### src/rtl/pasta_pkg.sv
// Shared PASTA constants and types.
//  BITLEN  : lane width in bits
//  Q       : prime modulus (Q < 2**BITLEN)
//  PASTA_S : lanes per state vector
//  rc_state_t : sequencing states of the round-constant stage
//  lane_of : extract lane i from a packed state vector at the default geometry
package pasta_pkg;

  localparam int unsigned BITLEN  = 17;
  localparam int unsigned Q       = 65537;
  localparam int unsigned PASTA_S = 32;

  typedef enum logic [1:0] {
    IDLE,
    RUN,
    DONE
  } rc_state_t;

  function automatic logic [BITLEN-1:0] lane_of(input logic [BITLEN*PASTA_S-1:0] v,
                                                input int unsigned i);
    return v[i*BITLEN +: BITLEN];
  endfunction

endpackage

### src/rtl/mod_addsub_lane.sv
// Single-lane modular adder/subtractor, purely combinational.
//  a, b : operands, expected in [0, Q-1]
//  mode : 0 -> r = (a + b) mod Q, 1 -> r = (a - b) mod Q
//  r    : result in [0, Q-1]
module mod_addsub_lane #(
  parameter int unsigned BITLEN = pasta_pkg::BITLEN,
  parameter int unsigned Q      = pasta_pkg::Q
) (
  input  logic [BITLEN-1:0] a,
  input  logic [BITLEN-1:0] b,
  input  logic              mode,
  output logic [BITLEN-1:0] r
);

  localparam logic [BITLEN:0] QW = (BITLEN+1)'(Q);

  logic [BITLEN:0] s;
  logic [BITLEN:0] d;

  always_comb begin
    s = {1'b0, a} + {1'b0, b};
    d = {1'b0, a} - {1'b0, b};
    r = '0;
    if (mode == 1'b0) begin
      r = (s >= QW) ? BITLEN'(s - QW) : s[BITLEN-1:0];
    end else begin
      // a < b wraps d modulo 2**(BITLEN+1); adding Q lands back in [0, Q-1]
      r = (a < b) ? BITLEN'(d + QW) : BITLEN'(d);
    end
  end

endmodule

### src/rtl/round_constant_seq.sv
// Sequential PASTA round-constant stage: out_rc = vec_in (+/-) in_rc mod Q, lane-wise,
// LANES lanes per cycle over PASTA_S/LANES cycles.
//  clk      : clock, rising edge
//  rst_rc   : synchronous active-high reset
//  start_rc : request, sampled only when not busy (IDLE or DONE)
//  mode_rc  : 0 add, 1 subtract; latched with start
//  vec_in   : state vector, lane i = [i*BITLEN +: BITLEN]; latched with start
//  in_rc    : round-constant vector, same packing; latched with start
//  out_rc   : registered result vector, written chunk by chunk
//  busy_rc  : high from start acceptance until done_rc
//  done_rc  : one-cycle pulse, out_rc complete
module round_constant_seq #(
  parameter int unsigned BITLEN  = pasta_pkg::BITLEN,
  parameter int unsigned Q       = pasta_pkg::Q,
  parameter int unsigned PASTA_S = pasta_pkg::PASTA_S,
  parameter int unsigned LANES   = 8
) (
  input  logic                      clk,
  input  logic                      rst_rc,
  input  logic                      start_rc,
  input  logic                      mode_rc,
  input  logic [BITLEN*PASTA_S-1:0] vec_in,
  input  logic [BITLEN*PASTA_S-1:0] in_rc,
  output logic [BITLEN*PASTA_S-1:0] out_rc,
  output logic                      busy_rc,
  output logic                      done_rc
);

  import pasta_pkg::*;

  localparam int unsigned NCHUNK = PASTA_S / LANES;
  localparam int unsigned CNT_W  = (NCHUNK > 1) ? $clog2(NCHUNK) : 1;
  localparam logic [CNT_W-1:0] LAST = CNT_W'(NCHUNK - 1);

  if (LANES == 0 || (PASTA_S % LANES) != 0) begin : g_bad_lanes
    $error("round_constant_seq: LANES must divide PASTA_S");
  end

  rc_state_t                 state;
  logic [CNT_W-1:0]          cnt;
  logic [BITLEN*PASTA_S-1:0] vec_q;
  logic [BITLEN*PASTA_S-1:0] rc_q;
  logic                      mode_q;

  logic [BITLEN-1:0] a_sel  [LANES];
  logic [BITLEN-1:0] b_sel  [LANES];
  logic [BITLEN-1:0] r_lane [LANES];

  // Select the current chunk's lanes from the latched operands
  always_comb begin
    for (int unsigned j = 0; j < LANES; j++) begin
      a_sel[j] = vec_q[(32'(cnt) * LANES + j) * BITLEN +: BITLEN];
      b_sel[j] = rc_q[(32'(cnt) * LANES + j) * BITLEN +: BITLEN];
    end
  end

  for (genvar j = 0; j < LANES; j++) begin : g_lane
    mod_addsub_lane #(
      .BITLEN(BITLEN),
      .Q     (Q)
    ) u_lane (
      .a   (a_sel[j]),
      .b   (b_sel[j]),
      .mode(mode_q),
      .r   (r_lane[j])
    );
  end

  always_ff @(posedge clk) begin
    if (rst_rc) begin
      state   <= IDLE;
      cnt     <= '0;
      vec_q   <= '0;
      rc_q    <= '0;
      mode_q  <= 1'b0;
      out_rc  <= '0;
      busy_rc <= 1'b0;
      done_rc <= 1'b0;
    end else begin
      unique case (state)
        IDLE, DONE: begin
          done_rc <= 1'b0;
          if (start_rc) begin
            vec_q   <= vec_in;
            rc_q    <= in_rc;
            mode_q  <= mode_rc;
            cnt     <= '0;
            busy_rc <= 1'b1;
            state   <= RUN;
          end else begin
            state <= IDLE;
          end
        end
        RUN: begin
          for (int unsigned j = 0; j < LANES; j++) begin
            out_rc[(32'(cnt) * LANES + j) * BITLEN +: BITLEN] <= r_lane[j];
          end
          if (cnt == LAST) begin
            cnt     <= '0;
            busy_rc <= 1'b0;
            done_rc <= 1'b1;
            state   <= DONE;
          end else begin
            cnt <= cnt + 1'b1;
          end
        end
        default: state <= IDLE;
      endcase
    end
  end

endmodule

### config.mk
export PLATFORM = sky130hd
export DESIGN_NAME = round_constant_seq
export DESIGN_NICKNAME = d
export VERILOG_FILES = /design/src/rtl/pasta_pkg.sv /design/src/rtl/mod_addsub_lane.sv /design/src/rtl/round_constant_seq.sv
export SDC_FILE = /design/constraint.sdc
export NUM_CORES = 2
export LEC_CHECK = 0
export ABC_AREA = 0
export BUFFER_PORTS_ARGS = -buffer_cell sky130_fd_sc_hd__buf_2
export CELL_PAD_IN_SITES_DETAIL_PLACEMENT = 2
export CELL_PAD_IN_SITES_GLOBAL_PLACEMENT = 2
export CORE_AREA = 2 2 641 643
export CTS_BUF_LIST = sky130_fd_sc_hd__clkbuf_16
export CTS_CLUSTER_SIZE = 16
export DETAILED_ROUTE_END_ITERATION = 7
export DIE_AREA = 0 0 643 645
export GPL_ROUTABILITY_DRIVEN = 0
export GPL_TIMING_DRIVEN = 0
export PLACE_DENSITY = 0.72
export SETUP_SLACK_MARGIN = 0.15
export SLEW_MARGIN = 20
export SYNTH_ARGS = -nofsm -noshare
export SYNTH_HDL_FRONTEND = slang
export SYNTH_HIERARCHICAL = 1
export SYNTH_SLANG_ARGS = --single-unit
### constraint.sdc
create_clock -name clk -period 4.9 [get_ports clk]
set_input_delay 0.245 -clock clk [delete_from_list [all_inputs] [get_ports clk]]
set_output_delay 0.245 -clock clk [all_outputs]
set_load 0.05 [all_outputs]
==> impl_metrics.csv, run 1 <==
group,metric,value,unit
clock_tree,numCtsBuffers,202,
grt,overflow,12,
logic_synthesis,synth-edff-count,0,
clock_tree,cts_root_buffer,"clkbuf_16",
grt,grt_util_all_layers,45.7,%
logic_synthesis,synth_flop_cell,"dfxtp_1",
placed_design,dpl_worst_slack,-2.92,ns
clock_tree,htree_levels,4,
die,rows,235,
logic_synthesis,async_flop_share,0,%
outcome,outcome,"did not finish",
die,die_w,643,µm
logic_synthesis,synth_area,90700,µm²
outcome,error,"[ERROR GRT-0232] Routing congestion too high. Check the congestion heatmap in the GUI.",
clock_tree,cts_sinks,1639,
logic_synthesis,ys_seq_area_share,36.2,%
logic_synthesis,avgSynthCellArea,8.10,µm²
die,initial_core_util,22.2,%
logic_synthesis,syn_inst,11200,
die,dieHeight,645,µm
grt,grt_max_degree,30,
logic_synthesis,synth_area_leader_cell,"dfxtp_1",
placed_design,place_inst,18400,
logic_synthesis,ys_ff_latch,1639,
clock_tree,cts_buffer_depth,4,
logic_synthesis,netlist.area_leader.share,36.2,%
logic_synthesis,synth.area.top_cells,"dfxtp_1, nand2_1, a21oi_1",
sta,worstEndpointType,"register input",
logic_synthesis,syn_nets,12600,
sta,crit_endpoint,"out_rc[525]$_SDFFE_PP0P_/D",
placed_design,dp.final_hpwl,542000,µm
outcome,failed_stage,"global routing (5_1_grt)",
logic_synthesis,ys_types,118,
grt,antenna_found_initial,483,
placed_design,io_buffers,1636,
logic_synthesis,yosysWarnings,6,
die,io_pins,1638,
-- routing by layer --
layer  overflow  global-route usage [%]
met1          0                    48.3
met2          6                    62.6
met5          0                    14.0
met4          6                    38.9
met3          0                    27.8
-- cells in the mapped netlist, types with 58 or more instances --
cell type / number
nor4_1: 60
mux4_2: 273
buf_1: 58
nor3_1: 135
xnor2_1: 241
nand2b_1: 77
o21ai_0: 130
o211ai_1: 66
nand2_1: 2761
nand3_1: 501
a32oi_1: 146
nor2b_1: 86
xor2_1: 116
buf_2: 358
dfxtp_1: 1639
ha_1: 302
clkbuf_1: 393
a21o_1: 87
mux2i_1: 91
a21oi_1: 1714
nand4_1: 89
a211oi_1: 96
inv_1: 270
nor2_1: 422
and3_1: 69
o21a_1: 66
-- logic make-up after synthesis --
logic type               Yosys count  synth area share [%]
XOR/XNOR                         357                  3.45
buffers and inverters           1155                  5.66
flip-flops                      1639                  36.2
AO/OA/AOI/OAI                   2812                  19.6
adder cells (fa/ha/maj)          318                  4.52
multiplexers                     395                  8.17
AND/OR/NAND/NOR                 4524                  22.4
-- stage by stage --
step	util, %	instance area, µm²	setup TNS (ns)	hold slack (ns)
after CTS	33.1	135000	-170.15	0.00377
after detailed placement	26.4	108000	-1044.14	0.443
after global placement	25.9	106000	-1796.40	0.436
after floorplan	-	90800	0	0.381
-- repair_timing --
action | CTS
endpoints found under the setup margin | 544
endpoints found under the hold margin | 1089
gates resized for setup | 1253
hold buffers | 1089
buffers inserted | 377
gates cloned | 6
pin swaps | 330
==> inputs of run 2 (changes only) <==
==> config.mk (replaced) <==
export PLATFORM = sky130hd
export DESIGN_NAME = round_constant_seq
export DESIGN_NICKNAME = d
export VERILOG_FILES = /design/src/rtl/pasta_pkg.sv /design/src/rtl/mod_addsub_lane.sv /design/src/rtl/round_constant_seq.sv
export SDC_FILE = /design/constraint.sdc
export NUM_CORES = 2
export LEC_CHECK = 0
export ABC_AREA = 0
export BUFFER_PORTS_ARGS = -buffer_cell sky130_fd_sc_hd__buf_2
export CORE_AREA = 2 2 643 645
export DETAILED_ROUTE_END_ITERATION = 7
export DIE_AREA = 0 0 645 647
export GPL_ROUTABILITY_DRIVEN = 0
export GPL_TIMING_DRIVEN = 0
export PLACE_DENSITY_LB_ADDON = 0.15
export SLEW_MARGIN = 20
export SYNTH_ARGS = -nofsm -noshare
export SYNTH_HDL_FRONTEND = slang
export SYNTH_HIERARCHICAL = 1
export SYNTH_SLANG_ARGS = --single-unit
==> constraint.sdc (replaced) <==
create_clock -name clk -period 6.37 [get_ports clk]
set_input_delay 0.3185 -clock clk [delete_from_list [all_inputs] [get_ports clk]]
set_output_delay 0.3185 -clock clk [all_outputs]
set_load 0.05 [all_outputs]
==> run 2 against run 1 <==
Effect of this change:
- the flow now finishes without violations
- synthesized cell count unchanged
- synthesized area is the same
==> impl_metrics.csv, run 2 <==
group,metric,value,unit
die,io_pins,1638,
grt,grt_util_all_layers,28.3,%
sta,post-route-period-util,98.3,%
clock_tree,htree_levels,4,
logic_synthesis,async_flop_share,0,%
sta,post-route-min-period,6.26,ns
layout,mostFrequentLayoutCells,"nand2_1, buf_2, a21oi_1, dfxtp_1, dlygate4sd3_1",
placed_design,dp.final_hpwl,508000,µm
logic_synthesis,synth_area,90700,µm²
layout,reg_top3,"out_rc x544, rc_q x544, vec_q x544",
die,die_w,645,µm
sta,tightest_slew,1.14,ns
pwr,power.leakage,49.9,nW
route,viasPerCell,5.02,
logic_synthesis,synth_area_leader_cell,"dfxtp_1",
die,initial_core_util,22.1,%
logic_synthesis,yosysWarnings,6,
sta,fin_tns_setup,0,ns
layout,area_growth,40.4,%
clock_tree,cts_tree,"built",
logic_synthesis,synth.area.top_cells,"dfxtp_1, nand2_1, a21oi_1",
grt,grt_pass1_vias,95500,
hold_path,hold_path_class,"in -> reg",
outcome,outcome,"finished clean",
pwr,ir_drop,0.221,mV
grt,overflow,0,
pwr,total_power,0.0364,W
logic_synthesis,ys_ff_latch,1639,
logic_synthesis,netlist.area_leader.share,36.2,%
logic_synthesis,synth_flop_cell,"dfxtp_1",
die,die-area,417000,µm²
grt,antenna_found_initial,222,
sta,setup_violations,0,
route,wl,622000,µm
setup_path,cp_data_arrival_time,7.10,ns
clock_tree,cts_buffer_depth,4,
run,maxCapViolCount,0,
route,dr.first_iter.drc_count,8692,
route,wire_per_inst,31.1,µm
route,vias,100000,
route,drc,0,
setup_path,crit_fanout,10,
logic_synthesis,syn_nets,12600,
layout,fillers,44600,
route,drtAntennaViolNets,0,
setup_path,worst-endpoint-required,7.21,ns
route,first_pass_iters,6,
layout,area.sequential,32800,µm²
setup_path,critPathKind,"reg -> reg",
grt,grt_pass1_wl,818000,µm
placed_design,io_buffers,1636,
pwr,p_per_area,286,nW/µm²
logic_synthesis,ys_seq_area_share,36.2,%
sta,fmax,160,MHz
die,rows,236,
logic_synthesis,synth-edff-count,0,
logic_synthesis,ys_top_cells_by_count,"nand2_1, a21oi_1, dfxtp_1",
logic_synthesis,yosysMostFrequentCell,"nand2_1",
layout,multi_input_comb_area,54100,µm²
clock_tree,clk_pin_slew_worst_paths,0.07,ns
layout,nNetsFinal,15600,
sta,slew_headroom,24.0,%
logic_synthesis,syn_inst,11200,
sta,finClkSkew,0.0661,ns
clock_tree,clk_latency,0.96,ns
die,dieHeight,647,µm
sta,hold_viol,0,
die,core-area,411000,µm²
sta,slew_viol_final,0,
logic_synthesis,ys_types,118,
sta,rsz0062_at_grt,"yes",
clock_tree,cts_sinks,1639,
layout,final_common_cell,"nand2_1",
layout,layout-drive-gt1-share,22.4,%
grt,grt_max_degree,23,
setup_path,start_kind,"flip-flop",
setup_path,end_kind,"flip-flop",
clock_tree,cts_root_buffer,"clkbuf_16",
clock_tree,numCtsBuffers,202,
logic_synthesis,avgSynthCellArea,8.10,µm²
run 2: cell counts after synthesis:
No cell type changed its count.
run 2: layout make-up:
cell class	instances	share of cell area, %
inverter	277	0.817
multi-input combinational	8406	42.5
antenna	110	0.216
clock buffer	277	4.46
tap	5474	5.38
clock inverter	77	0.819
buffer	878	3.53
timing repair buffer	2830	16.5
sequential	1639	25.8
run 2: layer usage:
layer / vias up / global-route usage, % / wire, µm
met1: 49500 / 36.8 / 268000
li1: 45700 / - / -
met2: 3831 / 45.7 / 282000
met3: 1078 / 4.22 / 34600
met4: 72 / 14.0 / 35700
met5: - / 0 / 462
run 2: final timing paths:
kind	cells past startpoint	slack [ns]	to	startpoint
worst max-delay path	19	0.11	out_rc[101]	cnt[1]
worst min-delay path	3	0.08	out_rc[0]	rst_rc
worst max register to register	19	0.11	out_rc[101]	cnt[1]
worst min register to register	2	0.45	out_rc[188]	out_rc[188]
run 2: repair_timing:
item                                     CTS  global route
hold endpoints to repair                1089             0
resized for setup                        145           122
endpoints found under the setup margin   544           446
setup buffers                             18            19
hold buffers                            1089             0
pin swaps                                  6             4
run 2: worst max-delay path: stages, from the launching register on:
cell      delay [ns]
dfxtp_1         0.38
buf_4           0.31
buf_4           0.33
buf_2           0.48
buf_16          0.22
mux4_2          0.37
inv_1           0.08
ha_1            0.38
buf_1           0.47
a21o_1          0.23
nor3_1          0.05
a211oi_1        0.54
xnor2_1         0.31
nand3_1         0.22
or4b_4          0.59
o31ai_4         0.24
xnor2_1         0.11
mux2i_2         0.46
nand3_1         0.14
a21oi_1         0.17
run 2: cell families after synthesis:
family | after synthesis | share of synthesized area (%)
AO/OA/AOI/OAI | 2812 | 19.6
XOR/XNOR | 357 | 3.45
adder cells (fa/ha/maj) | 318 | 4.52
buffers and inverters | 1155 | 5.66
flip-flops | 1639 | 36.2
multiplexers | 395 | 8.17
AND/OR/NAND/NOR | 4524 | 22.4
run 2: metrics by stage:
step           std cells  hold slack, ns  instance area, µm²  utilization [%]  worst slack [ns]
2_1_floorplan      11200           0.433               90700                -              1.24
3_3_place_gp       18300           0.438              106000             25.7             -3.25
3_5_place_dp       18400           0.442              108000             26.2             -1.23
4_1_cts            19800         0.00203              126000             30.7            -0.121
5_1_grt            19900          0.0503              127000             30.9           -0.0142
6_report           20000          0.0838              127000             31.0             0.110
run 2: report_power, final:
group	switching, W	internal [W]	total (W)
logic	0.00869	0.00451	0.0132
clock network	0.00512	0.00697	0.0121
registers	0.000331	0.0108	0.0111
No activity file was read; power rests on OpenSTA's default activity.
